## src/rtl/freq_set_pkg.sv

```systemverilog
// Shared types and helpers for the push-button BCD frequency setter.
package freq_set_pkg;

    typedef enum logic [1:0] {IDLE, DEBOUNCE, HOLD, REPEAT} fs_state_t;
    typedef enum {NONE, UP, DN} fs_dir_t;

    localparam int BCD_W  = 4;
    localparam int TCNT_W = 16;

    // True when the low n digits of v are all 9s or all 0s (n is at most 6).
    function automatic logic bcd_is_limit(input logic [23:0] v, input int n);
        logic nines;
        logic zeros;
        nines = 1'b1;
        zeros = 1'b1;
        for (int i = 0; i < 6; i++) begin
            if (i < n) begin
                if (v[i*4 +: 4] != 4'd9) nines = 1'b0;
                if (v[i*4 +: 4] != 4'd0) zeros = 1'b0;
            end
        end
        return nines | zeros;
    endfunction

endpackage

```

## src/rtl/bcd_freq_setter_digit.sv

```systemverilog
// bcd_updown_digit: one BCD digit register with ripple carry/borrow for +/-1 steps.
module bcd_updown_digit
    import freq_set_pkg::*;
#(
    parameter logic [BCD_W-1:0] INIT = '0
) (
    input  logic             clk_i,
    input  logic             reset_i,
    input  logic             en_i,
    input  logic             carry_i,
    input  logic             borrow_i,
    output logic [BCD_W-1:0] digit_o,
    output logic [BCD_W-1:0] digit_next_o,
    output logic             carry_o,
    output logic             borrow_o
);

    assign carry_o  = carry_i  && (digit_o == 4'd9);
    assign borrow_o = borrow_i && (digit_o == 4'd0);

    always_comb begin
        digit_next_o = digit_o;
        if (en_i && carry_i)
            digit_next_o = (digit_o == 4'd9) ? 4'd0 : digit_o + 4'd1;
        else if (en_i && borrow_i)
            digit_next_o = (digit_o == 4'd0) ? 4'd9 : digit_o - 4'd1;
    end

    always_ff @(posedge clk_i or posedge reset_i) begin
        if (reset_i) digit_o <= INIT;
        else         digit_o <= digit_next_o;
    end

endmodule

```

## src/rtl/bcd_freq_setter.sv

```systemverilog
// Up/down push-buttons to N-digit BCD setpoint with debounce, hold and auto-repeat, timed in ticks.
// Define BCD_WRAP_EN to wrap 999<->000 instead of saturating.
//
// state    | meaning
// IDLE     | no direction pressed
// DEBOUNCE | direction held, waiting DEBOUNCE_TICKS for the first step
// HOLD     | first step done, waiting HOLD_TICKS before auto-repeat
// REPEAT   | stepping every REPEAT_TICKS while held
module bcd_freq_setter
    import freq_set_pkg::*;
#(
    parameter int FREQ_DIGITS_N  = 3,
    parameter int DEBOUNCE_TICKS = 20,
    parameter int HOLD_TICKS     = 500,
    parameter int REPEAT_TICKS   = 100,
    parameter logic [4*FREQ_DIGITS_N-1:0] INIT_BCD = 'h100
) (
    input  logic                       clk_i,
    input  logic                       reset_i,
    input  logic                       tick_i,
    input  logic                       btn_up_i,
    input  logic                       btn_dn_i,
    output logic [4*FREQ_DIGITS_N-1:0] digits_o,
    output logic                       step_o,
    output logic                       at_limit_o
);

    localparam int DW = BCD_W * FREQ_DIGITS_N;
    localparam logic INIT_LIMIT = bcd_is_limit(24'(INIT_BCD), FREQ_DIGITS_N);
    localparam logic [TCNT_W-1:0] DEB_T = TCNT_W'(DEBOUNCE_TICKS);
    localparam logic [TCNT_W-1:0] HLD_T = TCNT_W'(HOLD_TICKS);
    localparam logic [TCNT_W-1:0] REP_T = TCNT_W'(REPEAT_TICKS);

    logic [1:0]        up_sync;
    logic [1:0]        dn_sync;
    fs_dir_t           dir;
    fs_dir_t           dir_q, dir_n;
    fs_state_t         state_q, state_n;
    logic [TCNT_W-1:0] tcnt_q, tcnt_n, tcnt_inc;
    logic              step_req;
    logic              step_en;
    logic [FREQ_DIGITS_N:0] carry;
    logic [FREQ_DIGITS_N:0] borrow;
    logic [DW-1:0]     digits_next;

    always_ff @(posedge clk_i or posedge reset_i) begin
        if (reset_i) begin
            up_sync <= '0;
            dn_sync <= '0;
        end else begin
            up_sync <= {up_sync[0], btn_up_i};
            dn_sync <= {dn_sync[0], btn_dn_i};
        end
    end

    always_comb begin
        dir = NONE;
        if (up_sync[1] && !dn_sync[1])      dir = UP;
        else if (dn_sync[1] && !up_sync[1]) dir = DN;
    end

    // A tick "reaches" the threshold on the tick that completes the count.
    assign tcnt_inc = tcnt_q + TCNT_W'(1);

    always_comb begin
        state_n  = state_q;
        dir_n    = dir_q;
        tcnt_n   = tick_i ? tcnt_inc : tcnt_q;
        step_req = 1'b0;
        case (state_q)
            IDLE: begin
                tcnt_n = '0;
                if (dir != NONE) begin
                    state_n = DEBOUNCE;
                    dir_n   = dir;
                end
            end
            DEBOUNCE: begin
                if (dir != dir_q) begin
                    state_n = IDLE;
                    tcnt_n  = '0;
                end else if (tick_i && tcnt_inc == DEB_T) begin
                    step_req = 1'b1;
                    state_n  = HOLD;
                    tcnt_n   = '0;
                end
            end
            HOLD: begin
                if (dir != dir_q) begin
                    state_n = IDLE;
                    tcnt_n  = '0;
                end else if (tick_i && tcnt_inc == HLD_T) begin
                    step_req = 1'b1;
                    state_n  = REPEAT;
                    tcnt_n   = '0;
                end
            end
            REPEAT: begin
                if (dir != dir_q) begin
                    state_n = IDLE;
                    tcnt_n  = '0;
                end else if (tick_i && tcnt_inc == REP_T) begin
                    step_req = 1'b1;
                    tcnt_n   = '0;
                end
            end
            default: begin
                state_n = IDLE;
                tcnt_n  = '0;
            end
        endcase
    end

    always_ff @(posedge clk_i or posedge reset_i) begin
        if (reset_i) begin
            state_q <= IDLE;
            dir_q   <= NONE;
            tcnt_q  <= '0;
        end else begin
            state_q <= state_n;
            dir_q   <= dir_n;
            tcnt_q  <= tcnt_n;
        end
    end

    assign carry[0]  = step_req && (dir_q == UP);
    assign borrow[0] = step_req && (dir_q == DN);

    // A ripple out of the top digit means the setpoint is at its limit.
`ifdef BCD_WRAP_EN
    assign step_en = step_req;
`else
    assign step_en = step_req && !carry[FREQ_DIGITS_N] && !borrow[FREQ_DIGITS_N];
`endif

    for (genvar g = 0; g < FREQ_DIGITS_N; g++) begin : g_digit
        bcd_updown_digit #(
            .INIT(INIT_BCD[g*BCD_W +: BCD_W])
        ) u_digit (
            .clk_i       (clk_i),
            .reset_i     (reset_i),
            .en_i        (step_en),
            .carry_i     (carry[g]),
            .borrow_i    (borrow[g]),
            .digit_o     (digits_o[g*BCD_W +: BCD_W]),
            .digit_next_o(digits_next[g*BCD_W +: BCD_W]),
            .carry_o     (carry[g+1]),
            .borrow_o    (borrow[g+1])
        );
    end

    always_ff @(posedge clk_i or posedge reset_i) begin
        if (reset_i) begin
            step_o     <= 1'b0;
            at_limit_o <= INIT_LIMIT;
        end else begin
            step_o     <= step_en;
            at_limit_o <= bcd_is_limit(24'(digits_next), FREQ_DIGITS_N);
        end
    end

endmodule

```

## config.mk

```make
export PLATFORM = sky130hd
export DESIGN_NAME = bcd_freq_setter
export DESIGN_NICKNAME = d
export VERILOG_FILES = /design/src/rtl/freq_set_pkg.sv /design/src/rtl/bcd_freq_setter_digit.sv /design/src/rtl/bcd_freq_setter.sv
export SDC_FILE = /design/constraint.sdc
export NUM_CORES = 1
export LEC_CHECK = 0
export CAP_MARGIN = 20
export CORE_ASPECT_RATIO = 0.75
export CORE_MARGIN = 2
export CORE_UTILIZATION = 30
export DETAILED_ROUTE_END_ITERATION = 12
export GPL_TIMING_DRIVEN = 0
export PLACE_DENSITY = 0.48
export RECOVER_POWER = 50
export REMOVE_ABC_BUFFERS = 1
export SYNTH_ARGS = -nofsm -noshare
export SYNTH_HDL_FRONTEND = slang
export SYNTH_SLANG_ARGS = --single-unit
```

## constraint.sdc

```tcl
create_clock -name clk_i -period 3.05 [get_ports clk_i]
set_input_delay 0.7625 -clock clk_i [delete_from_list [all_inputs] [get_ports clk_i]]
set_output_delay 0.7625 -clock clk_i [all_outputs]
set_load 0.1 [all_outputs]
```

==> After elaboration in Yosys (flattened, before gate mapping) <==
Index checks and enable logic that the tools add are counted.
{ "word_totals": {"input_bits": 5, "ff_bits": 68, "out_inout_bits": 14, "wordCells": 114} }
{ "classes": {"n_eq_ne": 19, "reduce_logical": 35, "n_bitwise": 1, "muxes": 42, "addsub": 7} }
{ "op_table": {"columns": ["operator", "n"], "rows": [
  ["$mux W16", 7],
  ["$pmux W16 S4", 1],
  ["$mux W4", 12],
  ["$eq A32 B2 Y1 const B", 1],
  ["$eq A32 B3 Y1 const B", 1],
  ["$ne A32 B32 Y1", 1],
  ["$reduce_bool A32 Y1", 1],
  ["$logic_and A1 B1 Y1", 21],
  ["$add A16 B1 Y16 const B", 1],
  ["$eq A16 B5 Y1 const B", 1],
  ["$eq A16 B7 Y1 const B", 1],
  ["$eq A16 B9 Y1 const B", 1],
  ["$mux W2", 8],
  ["$add A4 B1 Y4 const B", 3],
  ["$eq A4 B4 Y1 const B", 3],
  ["$logic_not A4 Y1", 3],
  ["$mux W1", 12],
  ["$ne A4 B4 Y1 const B", 3],
  ["$reduce_bool A4 Y1", 3],
  ["$sub A4 B1 Y4 const B", 3],
  ["$pmux W2 S4", 1],
  ["$ne A3 B3 Y1 const B", 2],
  ["$eq A2 B2 Y1 const B", 2],
  ["$logic_not A1 Y1", 4],
  ["other kinds (7)", 8]
]} }

==> Depth between registers and ports, before layout <==
Gate-level depths: netlist of the first run.
{ "depth": {"depth_word": 22, "ltp_mapped": 14, "mapped_depth_nobuf": 12} }

==> Hierarchy <==
Synthesis of the first run repeated with hierarchy kept, for this count alone.
{ "hier_totals": {"cells_unflattened": 293, "hier_area_um2": 2768.9} }
{ "by_module_without_submodules": {"columns": ["module", "cells_each", "n_inst", "area_per_inst_um2"], "rows": [
  ["bcd_freq_setter", 179, 1, 1742.9],
  ["bcd_updown_digit at g_digit[0].u_digit ...", 38, 2, 341.6],
  ["bcd_updown_digit at g_digit[2].u_digit", 38, 1, 342.8]
]} }

==> Worst setup path before layout of the first run <==
No wires, ideal clock.
{ "synth_timing": {"path_type": "reg-to-reg", "from": "register g_digit[0].u_digit.digit_o[0]", "to": "register at_limit_o", "setup_ns": 0.111, "setup_slack_ns": -0.707, "path_stages_with_launch": 12, "required_time_ns": 2.939, "arrival_time_ns": 3.646, "cell_sequence": "dfrtp_1 > buf_2 > inv_1 > or4b_1 > buf_2 > o22a_1 > o31a_1 > o211ai_4 > nor2_2 > o31a_1 > or4_4 > a2111oi_2"} }
{ "synth_via": {"word_cells_on_any_way": 41, "classes_between": "add/sub (2); eq/ne (4); mux (14); bitwise (1); reduce/logical (20)"} }
{ "synth_rtl": {"columns": ["element", "line", "source"], "rows": [
  ["start, declared", "bcd_freq_setter_digit.sv:12", "output logic [BCD_W-1:0] digit_o,"],
  ["start signal, assigned", "bcd_freq_setter_digit.sv:31", "else digit_o <= digit_next_o;"],
  ["$eq A4 B4 Y1", "bcd_freq_setter_digit.sv:18", "assign carry_o = carry_i && (digit_o == 4'd9);"],
  ["$logic_and A1 B1 Y1 (3 in a row)", "bcd_freq_setter_digit.sv:18", null],
  ["$logic_not A1 Y1", "bcd_freq_setter.sv:133", "assign step_en = step_req && !carry[FREQ_DIGITS_N] && !borrow[FREQ_DIGITS_N];"],
  ["$logic_and A1 B1 Y1 (2 in a row)", "bcd_freq_setter.sv:133", null],
  ["$logic_and A1 B1 Y1", "bcd_freq_setter_digit.sv:25", "else if (en_i && borrow_i)"],
  ["$mux W4", "bcd_freq_setter_digit.sv:25", null],
  ["$mux W4 (*)", "bcd_freq_setter_digit.sv:23", "if (en_i && carry_i)"],
  ["via digits_next[7]", "bcd_freq_setter.sv:44", "logic [DW-1:0] digits_next;"],
  ["$ne A4 B4 Y1 / $reduce_bool A4 Y1 (equally long branches)", "freq_set_pkg.sv:18, freq_set_pkg.sv:19", null],
  ["$mux W1, on equally long branches (2 in a row)", "freq_set_pkg.sv:18, freq_set_pkg.sv:19", null],
  ["$or A1 B1 Y1 (*)", "freq_set_pkg.sv:22", "return nines | zeros;"],
  ["end signal, assigned", "bcd_freq_setter.sv:158", "at_limit_o <= bcd_is_limit(24'(digits_next), FREQ_DIGITS_N);"],
  ["end, declared", "bcd_freq_setter.sv:25", "output logic at_limit_o"]
]} }
Mark *: on every way through the listed nets, which the timed path passes. The rest lies on a longest branch.
A chain may end at the register's enable or synchronous reset.

==> Worst setup path after layout of the first run <==
{ "layout_timing": {"from": "register tcnt_q[0]", "to": "register at_limit_o"} }
{ "layout_via": {"word_cells_on_any_way": 51, "classes_between": "add/sub (1); eq/ne (6); mux (19); bitwise (1); reduce/logical (24)"} }
{ "layout_rtl": {"columns": ["element", "line", "source"], "rows": [
  ["start, declared", "bcd_freq_setter.sv:39", "logic [TCNT_W-1:0] tcnt_q, tcnt_n, tcnt_inc;"],
  ["start signal, assigned", "bcd_freq_setter.sv:122", "tcnt_q <= tcnt_n;"],
  ["$add A16 B1 Y16 (*)", "bcd_freq_setter.sv:63", "assign tcnt_inc = tcnt_q + TCNT_W'(1);"],
  ["$eq A16 B7 Y1, or another cell as far along", "bcd_freq_setter.sv:102", "end else if (tick_i && tcnt_inc == REP_T) begin"],
  ["$logic_and A1 B1 Y1, on equally long branches", "bcd_freq_setter.sv:102, bcd_freq_setter.sv:82, bcd_freq_setter.sv:92", null],
  ["$mux W1, on equally long branches", "bcd_freq_setter.sv:102, bcd_freq_setter.sv:82, bcd_freq_setter.sv:92", null],
  ["$mux W1, on equally long branches", "bcd_freq_setter.sv:99, bcd_freq_setter.sv:79, bcd_freq_setter.sv:89", null],
  ["$pmux W1 S3 (*)", "bcd_freq_setter.sv:70", "case (state_q)"],
  ["$logic_and A1 B1 Y1", "bcd_freq_setter.sv:126", "assign carry[0] = step_req && (dir_q == UP);"],
  ["$logic_and A1 B1 Y1 (3 in a row)", "bcd_freq_setter_digit.sv:18", null],
  ["$logic_not A1 Y1", "bcd_freq_setter.sv:133", null],
  ["$logic_and A1 B1 Y1 (2 in a row)", "bcd_freq_setter.sv:133", null],
  ["$logic_and A1 B1 Y1", "bcd_freq_setter_digit.sv:25", null],
  ["$mux W4", "bcd_freq_setter_digit.sv:25", null],
  ["$mux W4 (*)", "bcd_freq_setter_digit.sv:23", null],
  ["via digits_next[11]", "bcd_freq_setter.sv:44", null],
  ["$ne A4 B4 Y1 / $reduce_bool A4 Y1 (equally long branches)", "freq_set_pkg.sv:18, freq_set_pkg.sv:19", null],
  ["$mux W1, on equally long branches", "freq_set_pkg.sv:18, freq_set_pkg.sv:19", null],
  ["$or A1 B1 Y1 (*)", "freq_set_pkg.sv:22", null]
]} }
Marked as above.

==> results of run 1 <==
## cells in the mapped netlist (8+ instances only)
library cell,instances
clkbuf_1,9
nor3_1,12
nand4_1,12
xor2_1,13
nand2_1,30
xnor2_1,10
nor2_1,41
o21ai_0,15
nand3_1,18
dfrtp_1,37
a31oi_1,8
buf_2,10
a21oi_1,13
inv_1,16
## layout by cell type (no fill, tap or decap), types with 4 or more instances in the layout
cell and instances:
a21oi_1 12, a31oi_1 7, and3_1 4, and4_1 5
buf_4 32, buf_6 6, clkbuf_16 5, clkdlybuf4s50_1 14
dfrtp_1 24, dfrtp_2 13, inv_1 16, nand2_1 28
nand2b_1 4, nand3_1 16, nand4_1 12, nor2_1 39
nor2_2 4, nor2b_1 4, nor3_1 10, nor4_1 5
o211ai_1 6, o21ai_0 14, xnor2_1 9, xor2_1 10
## metrics by stage
| step | hold slack [ps] | cell area (sq um) | setup TNS, ps | instances |
|---|---|---|---|---|
| final | 348.5 | 3894 | -364.5 | 526 |
| after global routing | 358.2 | 3894 | -529.8 | 526 |
| after CTS | 352.4 | 3501 | -352.4 | 498 |
| after detailed placement | 337.3 | 3132 | -10740 | 480 |
| after global placement | 333.5 | 3132 | -10560 | 480 |
| after floorplan | 331.2 | 2786 | -702.9 | 330 |
## flip-flops by register name, indices dropped and copies added, names as in the netlist
| register | flops |
|---|---|
| tcnt_q | 16 |
| g_digit.u_digit.digit_o | 12 |
| dir_q | 2 |
| dn_sync | 2 |
| state_q | 2 |
| up_sync | 2 |
| at_limit_o | 1 |
| step_o | 1 |
## cells by family (layout without fill, tap and decap cells)
logic type	count (synthesis)	after routing
and+or+nand+nor	167	167
AOI/OAI and AO/OA	76	76
buffers and inverters	44	80
DFF	38	38
xor gates and xnor gates	23	23
muxes	6	6
adders and majority gates	4	4
## repair_timing
action / CTS / global route
buffers inserted: 10 / 28
resized for setup: 29 / 43
pin swaps: 5 / 24
setup endpoints to repair: 28 / 19
## power groups by stage
stage          Sequential [W]  Clock (W)  Combinational, W
3_5_place_dp         0.000586          0          0.000182
5_1_grt              0.000580   0.000731          0.000259
2_1_floorplan        0.000572          0          0.000134
3_3_place_gp         0.000583          0          0.000177
4_1_cts              0.000570   0.000712          0.000209
6_report             0.000575   0.000692          0.000227
## routing by layer
metal,vias up,wire [um]
met5,-,0
met4,0,31
met3,5,414
met2,68,3319
met1,1320,4125
li1,1351,-
## worst max-delay path, cell delays in order, from the launching register on
cell,delay (ps)
dfrtp_2,440
ha_4,200
and3_4,200
a22oi_1,330
a31oi_4,170
o2111a_2,320
o211ai_4,350
nor3_1,120
nand3b_1,160
o211ai_4,120
or4_4,560
a2111oi_4,350
## final cells by class
type	instances	area [sq um]
clock inverter	3	68.82
timing repair buffer	56	483.0
inverter	16	60.06
tap	132	165.2
sequential	38	968.4
fill	983	5725
clock buffer	5	125.1
multi-input combinational	276	2023
## worst paths after layout
path,start,endpoint,cells past startpoint
worst max-delay path,tcnt_q[0],at_limit_o,11
worst min-delay path,up_sync[0],up_sync[1],0
worst max register to register,tcnt_q[0],at_limit_o,11
worst min register to register,up_sync[0],up_sync[1],0
max in group asynchronous,reset_i,tcnt_q[6],2
min in group asynchronous,reset_i,tcnt_q[10],2
==> run metrics, run 1 <==
outcome complete, but fails checks; failing checks capacitance limit, slew limit, setup timing; share of layout cells above drive strength 1 roughly 29%; DP Worst Slack -1216 ps; post-synth design cell area between 2000 and 3000 sq um; fin worst setup slack -364.5 ps; final hold violation count 0; CP Data Required Time ~3200 ps; clock power share roughly 46%; Die Span Y about 90 um; Compound-Gate Fraction of Synth Area about a fifth; main combinational cell family by area after synthesis simple AND/OR/NAND/NOR gates; Starting DRT DRC Count between 100 and 150; deepest clock path buffer count 2; post-synthesis adder-cell area fraction roughly 1.7%; mux cell area share after synthesis 2.166%; post-layout minimum cycle time approximately 3400 ps; Top Usage Layer GRT met1; final setup fails 1; simple-gate portion of the synthesized area a little under a third; post-synth cell types 67; Avg WL per Cell around 15 um; Post-Syn Area per Cell between 8 and 9 sq um; sequential power share 38.5%; GR Overflow Total 0; Synth top area share between 30% and 40%; vias after detailed routing about 2.7k; VDD IR max approximately 0.22 mV; Area contributors post-synth dfrtp_1, nor2_1, xor2_1; register area share after synthesis around 32%; Yosys top cell by area dfrtp_1; CORE AREA a little under 10000 sq um; Power Dens Cells 383.4 nW/um^2; f_max roughly 290 MHz; Core Util, Final 40.48%; row cnt 31; number of global-route vias before repair roughly 2.5k; pin count of the biggest net entering global routing 39; Synth Area in XOR/XNOR 6.837%; DRC viols 0; slew margin rel. -0.4126%; routability cong. slightly above 0.8; nets between 400 and 500; Buffers on Ports 18; Die ar. 10640 sq um; period utilisation layout 112.0%; CTS tree built; FF+latch count, synth 38; Max Slew Vio Count 39; CTS Buf Count 5; Yosys warning count 0; Cell Int Power 0.001089 W; routing usage on met1 24.58%; DR vias/cell ~5.2; Worst-Skew Late Latency roughly 280 ps; Clock transition at path regs around 60 ps; Final Power about 0.0015 W; # diodes 0; Clock Sinks 38; max-cap violations 1; Mapped Cells around 360; area grow syn2layout 32.14%; R2R setup slack -360 ps; Post-synth EDFFs 0; Root Buffer clkbuf_16; worst slew pin tran ~1500 ps; worst setup path class reg -> reg; first-pass GRT wire length 13100 um; All-Layer GR Usage 14.86%; crit-path max FO 7; hpwl dp around 5300 um; Initial DRT Pass Iterations 4; CP Data Arrival Time 3600 ps; Worst Skew 6.038 ps; Net Sw Frac a little over a quarter; die width between 100 and 150 um; routed wire length roughly 8000 um; RSZ-0062 raised after global routing true; Worst setup EP type register; Antenna Nets Post-Route 0; switching power about 0.00040 W; Hold Buf Count CTS 0; Comb pwr share approximately 15%; Boundary Pins 19; Synth Flop Type dfrtp_1; Synth async-reset ratio between 90% and 100%; Leak between 1.5 and 2 nW; Starting Density a little over 30%; Hold Crit Class reg -> reg; critical path startpoint category register; met2 Use GR between 20 and 25%; met3 GRT Util between 2 and 3%; CTS H-tree depth 2; initial antenna violation count 0
Note: power is estimated with default switching activity, not from simulation.
==> run 2: changes to the inputs <==
--- a/config.mk
+++ b/config.mk
@@ -14,6 +14,7 @@
 export PLACE_DENSITY = 0.48
 export RECOVER_POWER = 50
 export REMOVE_ABC_BUFFERS = 1
+export SKIP_LAST_GASP = 1
 export SYNTH_ARGS = -nofsm -noshare
 export SYNTH_HDL_FRONTEND = slang
 export SYNTH_SLANG_ARGS = --single-unit
==> run 2 against run 1 <==
The run ends with capacitance limit, setup timing left. First-iteration DRC count increased by 10%. Die area unchanged. Total power decreased by 0.27%. Largest cell class unchanged. Largest power group unchanged. Clock power about the same. Fmax increased by 0.63%. Clock skew decreased by 1.3 ps. Final area decreased by 3.3%.
==> run metrics, run 2 (synthesis results as in run 1) <==
outcome complete, but fails checks; failing checks capacitance limit, setup timing; critical path startpoint category register; CP Data Required Time 3230 ps (about the same); # fillers 1005 (+2.2%); biggest regs tcnt_q x16, g_digit.u_digit.digit_o x12; Setup crit start g_digit[0].u_digit.digit_o[2]; Clock transition at path regs 60 ps (about the same); Worst-Skew Late Latency 280 ps (about the same); CP Data Arrival Time 3570 ps (-30 ps); Worst setup EP type register; routed wire length 7916 um (+0.33%); deepest clock path buffer count 2 (unchanged); f_max 294.7 MHz (+0.63%); # diodes 0 (unchanged); DP Worst Slack -1216 ps (unchanged); Initial DRT Pass Iterations 4 (unchanged); post-layout minimum cycle time 3393 ps (-21.46 ps); max reg flops 16 (unchanged); area of the multi-input gates 1986 sq um (-1.9%); most common cell after layout, fill and taps aside nor2_1; sequential power share 38.5% (about the same); Starting DRT DRC Count 148 (+10%); Boundary Pins 19 (unchanged); Antenna Nets Post-Route 0 (unchanged); hpwl dp 5281 um (unchanged); Critical Path Sink at_limit_o; share of layout cells above drive strength 1 25.71% (-3.0 points); Hold WS 349.6 ps (+1.026 ps); commonest non-fill, non-tap cells in the layout nor2_1, nand2_1, buf_4, dfrtp_1; area grow syn2layout 27.81%; CTS H-tree depth 2 (unchanged); Root Buffer clkbuf_16; die width 118.4 um (unchanged); Buffers on Ports 18 (unchanged); largest reg by FF count tcnt_q; GR Overflow Total 0 (unchanged); Setup TNS -343.1 ps (+21.46 ps); R2R setup slack -340 ps (+20 ps); initial antenna violation count 0 (unchanged); Cell Int Power 0.001087 W (-0.20%); slew margin rel. 0.9728% (+1.4 points); routability cong. 0.8274 (unchanged); Max Slew Vio Count 0 (-100%); VDD IR max 0.2171 mV (-1.4%); final hold violation count 0 (unchanged); Hold Crit Class reg -> reg; pin count of the biggest net entering global routing 39 (unchanged); row cnt 31 (unchanged); worst slew pin tran 1484 ps (-20.76 ps); number of global-route vias before repair 2479 (-0.24%); reg2reg end at_limit_o; Die Span Y 89.83 um (unchanged); Net Sw Frac 26.99% (-0.050 points); Leak 1.436 nW (-4.8%); R2R cell count 11 (unchanged); max-cap violations 1 (unchanged); Starting Density 30.63% (unchanged); final setup fails 1 (unchanged); CORE AREA 9619 sq um (unchanged); CTS Buf Count 5 (unchanged); RSZ-0062 raised after global routing true; DR vias/cell 5.190 (-0.52%); clock power share 46.5% (+0.2 points); DRC viols 0 (unchanged); Avg WL per Cell 15.31 um (+2.1%); register area 964.7 sq um (-0.39%); fin worst setup slack -343.1 ps (+21.46 ps); All-Layer GR Usage 14.75% (-0.11 points); worst setup path class reg -> reg; nets 393 (-2.2%); Power Dens Cells 395.4 nW/um^2 (+3.1%); switching power 0.0004018 W (-0.46%); Comb pwr share 15.0% (-0.2 points); vias after detailed routing 2683 (-2.2%); CTS tree built; reg2reg start g_digit[0].u_digit.digit_o[2]; Die ar. 10640 sq um (unchanged); Clock Sinks 38 (unchanged); Worst Skew 4.720 ps (-1.319 ps); period utilisation layout 111.2% (-0.70 points); first-pass GRT wire length 13030 um (-0.58%); crit-path max FO 8 (+1)
[run 2: cell count changes in the layout (fill, tap and decap cells not counted), sizes merged]
cell / delta
buf: -9
[run 2: routing by layer]
metal,track usage [%],up-vias,share of wire (%)
met4,1.488,0,0.28
met2,19.89,44,42
met3,2.665,4,3.7
li1,-,1339,-
met1,24.55,1296,54
met5,0,-,0
[run 2: metrics by stage]
stage	power, W	area, sq um	cells	util, %
2_1_floorplan	0.0007052	2786	330	-
5_1_grt	0.001569	3766	517	39.15
3_3_place_gp	0.0007604	3132	480	32.56
3_5_place_dp	0.0007674	3132	480	32.56
4_1_cts	0.001491	3478	498	36.16
6_report	0.001489	3766	517	39.15
[run 2: critical path, cell delays in order, from the launching register on]
cell and delay, ps:
dfrtp_1 480, and2b_1 280, or4b_4 540, o22a_1 240, o31a_1 300, o211ai_4 190, buf_4 210, nor2_4 40
and3_1 140, a31oi_1 270, nand4_1 210, a2111oi_4 390
[run 2: power groups by stage]
stage               Sequential, W  Combinational, W  Clock, W
finish                   0.000573          0.000223  0.000692
global placement         0.000583          0.000177         0
CTS                      0.000570          0.000209  0.000712
global route             0.000580          0.000257  0.000733
detailed placement       0.000586          0.000182         0
floorplan                0.000572          0.000134         0
[run 2: final cells by class]
class | count | area share [%]
inverters | 16 | 1.595
repair buffers | 47 | 10.53
multi-input cells | 276 | 52.72
clock buffers | 5 | 3.322
well taps | 132 | 4.385
clock inverters | 3 | 1.827
flip-flops and latches | 38 | 25.61
[run 2: worst min-delay path by stage]
| stage | end | cells past startpoint | slack (ps) | startpoint |
|---|---|---|---|---|
| 2_1_floorplan | dn_sync[1] | 0 | 330 | dn_sync[0] |
| 3_3_place_gp | up_sync[1] | 0 | 330 | up_sync[0] |
| 3_5_place_dp | dn_sync[1] | 0 | 340 | dn_sync[0] |
| 4_1_cts | dn_sync[1] | 0 | 350 | dn_sync[0] |
| 5_1_grt | dn_sync[1] | 0 | 360 | dn_sync[0] |
| 6_report | dn_sync[1] | 0 | 350 | dn_sync[0] |
[run 2: what timing repair did]
| action | 4_1_cts | 5_1_grt |
|---|---|---|
| setup endpoints to repair | 28 | 18 |
| hold buffers | 0 | 0 |
| resized for setup | 26 | 33 |
| cloned | 0 | 0 |
| pin swaps | 5 | 22 |
| setup buffers | 10 | 19 |
==> run 3: changes to the inputs <==
--- a/config.mk
+++ b/config.mk
@@ -14,6 +14,7 @@
 export PLACE_DENSITY = 0.48
 export RECOVER_POWER = 50
 export REMOVE_ABC_BUFFERS = 1
+export SKIP_CTS_REPAIR_TIMING = 1
 export SKIP_LAST_GASP = 1
 export SYNTH_ARGS = -nofsm -noshare
 export SYNTH_HDL_FRONTEND = slang
==> run 3 against run 2 <==
Global-route usage decreased by 0.50 points. First-iteration DRC count decreased by 4.1%. The run ends with capacitance limit, slew limit, setup timing left. Critical endpoint unchanged. Critical path type unchanged. Cell count shrank 0.97%.
==> run metrics, run 3 (synthesis results as in run 1) <==
outcome complete, but fails checks; failing checks capacitance limit, slew limit, setup timing; number of global-route vias before repair 2412 (-2.7%); Hold Crit Class reg -> reg; WP buf/inv 1 (unchanged); slew margin rel. -2.854% (-3.8 points); CP Data Required Time 3220 ps (about the same); final setup fails 1 (unchanged); vias after detailed routing 2691 (+0.30%); Core Util, Final 38.53% (-0.62 points); Clock Sinks 38 (unchanged); Worst setup EP type register; CP top delay family simple AND/OR/NAND/NOR gates; Worst Hold End up_sync[1]; commonest non-fill, non-tap cells in the layout nor2_1, nand2_1, dfrtp_1, buf_4, nand3_1; Initial DRT Pass Iterations 4 (unchanged); largest reg by FF count tcnt_q; first-pass GRT wire length 12570 um (-3.5%); Final Power 0.001473 W (-1.0%); # fillers 1002 (-0.30%); CP Data Arrival Time 3680 ps (+110 ps); Starting Density 30.63% (unchanged); Worst Skew 6.580 ps (+1.861 ps); CORE AREA 9619 sq um (unchanged); worst slew pin tran 1541 ps (+57.34 ps); biggest regs tcnt_q x16, g_digit.u_digit.digit_o x12; CTS tree built; worst setup path class reg -> reg; Max Slew Vio Count 39 (+39); initial antenna violation count 0 (unchanged); row cnt 31 (unchanged); Die ar. 10640 sq um (unchanged); most common cell after layout, fill and taps aside nor2_1; hold path start up_sync[0]; routed wire length 7714 um (-2.6%); share of layout cells above drive strength 1 23.42% (-2.3 points); DR vias/cell 5.256 (+1.3%); R2R cell count 12 (+1); Worst path max stage delay 500 ps (-40 ps); area grow syn2layout 25.77%; DP Worst Slack -1216 ps (unchanged); Setup TNS -453.6 ps (-110.5 ps); routability cong. 0.8274 (unchanged); pin count of the biggest net entering global routing 39 (unchanged); Starting DRT DRC Count 142 (-4.1%); GR Overflow Total 0 (unchanged); critical path startpoint category register; hpwl dp 5281 um (unchanged); reg2reg end at_limit_o; Boundary Pins 19 (unchanged); Die Span Y 89.83 um (unchanged); DRC viols 0 (unchanged); Buffers on Ports 18 (unchanged); Power Dens Cells 397.6 nW/um^2 (+0.56%); period utilisation layout 114.9% (+3.6 points); max-cap violations 1 (unchanged); Clock transition at path regs 60 ps (about the same); f_max 285.4 MHz (-3.2%); CTS Buf Count 5 (unchanged); RSZ-0062 raised after global routing true; All-Layer GR Usage 14.25% (-0.50 points); post-layout minimum cycle time 3504 ps (+110.5 ps); sequence of cells on the critical path ha_4 > buf_2 > and4_1 > or4_4 > nor4_4 > and4_4 > o211ai_4 > a21o_1 > xor2_2 > nand3_1 > or4_4 > a2111oi_4; Worst path slowest cell or4_4; Worst-Skew Late Latency 280 ps (about the same); Hold Path Stages 0 (unchanged); die width 118.4 um (unchanged); deepest clock path buffer count 2 (unchanged); register area 962.2 sq um (-0.26%); reg2reg start tcnt_q[0]; VDD IR max 0.2135 mV (-1.6%); # diodes 0 (unchanged); CTS H-tree depth 2 (unchanged); R2R setup slack -450 ps (-110 ps); final hold violation count 0 (unchanged); crit-path max FO 7 (-1); Leak 1.417 nW (-1.3%); Avg WL per Cell 15.07 um (-1.6%); max reg flops 16 (unchanged); area of the multi-input gates 1958 sq um (-1.4%); Antenna Nets Post-Route 0 (unchanged); nets 388 (-1.3%); fin worst setup slack -453.6 ps (-110.5 ps); CP dominant cell by count or4_4; Root Buffer clkbuf_16
-- run 3: changes by cell type in the layout (fill, tap and decap cells not counted), sizes merged --
cell / change
clkbuf: +2
buf: -7
-- run 3: worst register-to-register path, cell delays in order, from the launching register on --
cell and delay [ps]:
dfrtp_2 460, ha_4 190, buf_2 150, and4_1 180
or4_4 440, nor4_4 220, and4_4 290, o211ai_4 160
a21o_1 220, xor2_2 170, nand3_1 100, or4_4 500
a2111oi_4 310
-- run 3: final cells by class --
cell class                      instances  area share (%)
Multi-Input combinational cell        276           52.84
Timing Repair Buffer                   42           9.892
Sequential cell                        38           25.96
Inverter                               16           1.621
Clock buffer                            5           3.376
Clock inverter                          3           1.857
Tap cell                              132           4.456
-- run 3: where the power goes --
part	internal, W	switching [W]
logic	0.0000812	0.000132
clock network	0.000470	0.000216
registers	0.000530	0.0000442
total	0.00108	0.000392
-- run 3: routing by layer --
metal	part of all wire (%)	vias up	GRT usage, %
met5	0	-	0
met4	0.40	0	1.488
met3	4.1	6	2.665
met2	41	60	19.36
met1	54	1296	23.51
li1	-	1329	-
-- run 3: how the worst max path moves through the flow --
stage	end	from	cells after the start	slack (ps)
global route	at_limit_o	tcnt_q[0]	12	-600
detailed placement	at_limit_o	tick_i	10	-1220
CTS	at_limit_o	tcnt_q[0]	11	-1070
floorplan	at_limit_o	g_digit[0].u_digit.digit_o[3]	9	-640
finish	at_limit_o	tcnt_q[0]	12	-450
global placement	at_limit_o	tick_i	10	-1270
-- run 3: metrics by stage --
step	area (sq um)	hold slack, ps	std cells
finish	3706	348.6	512
global route	3706	358.2	512
floorplan	2786	331.2	330
detailed placement	3132	337.3	480
global placement	3132	333.5	480
CTS	3326	352.4	488
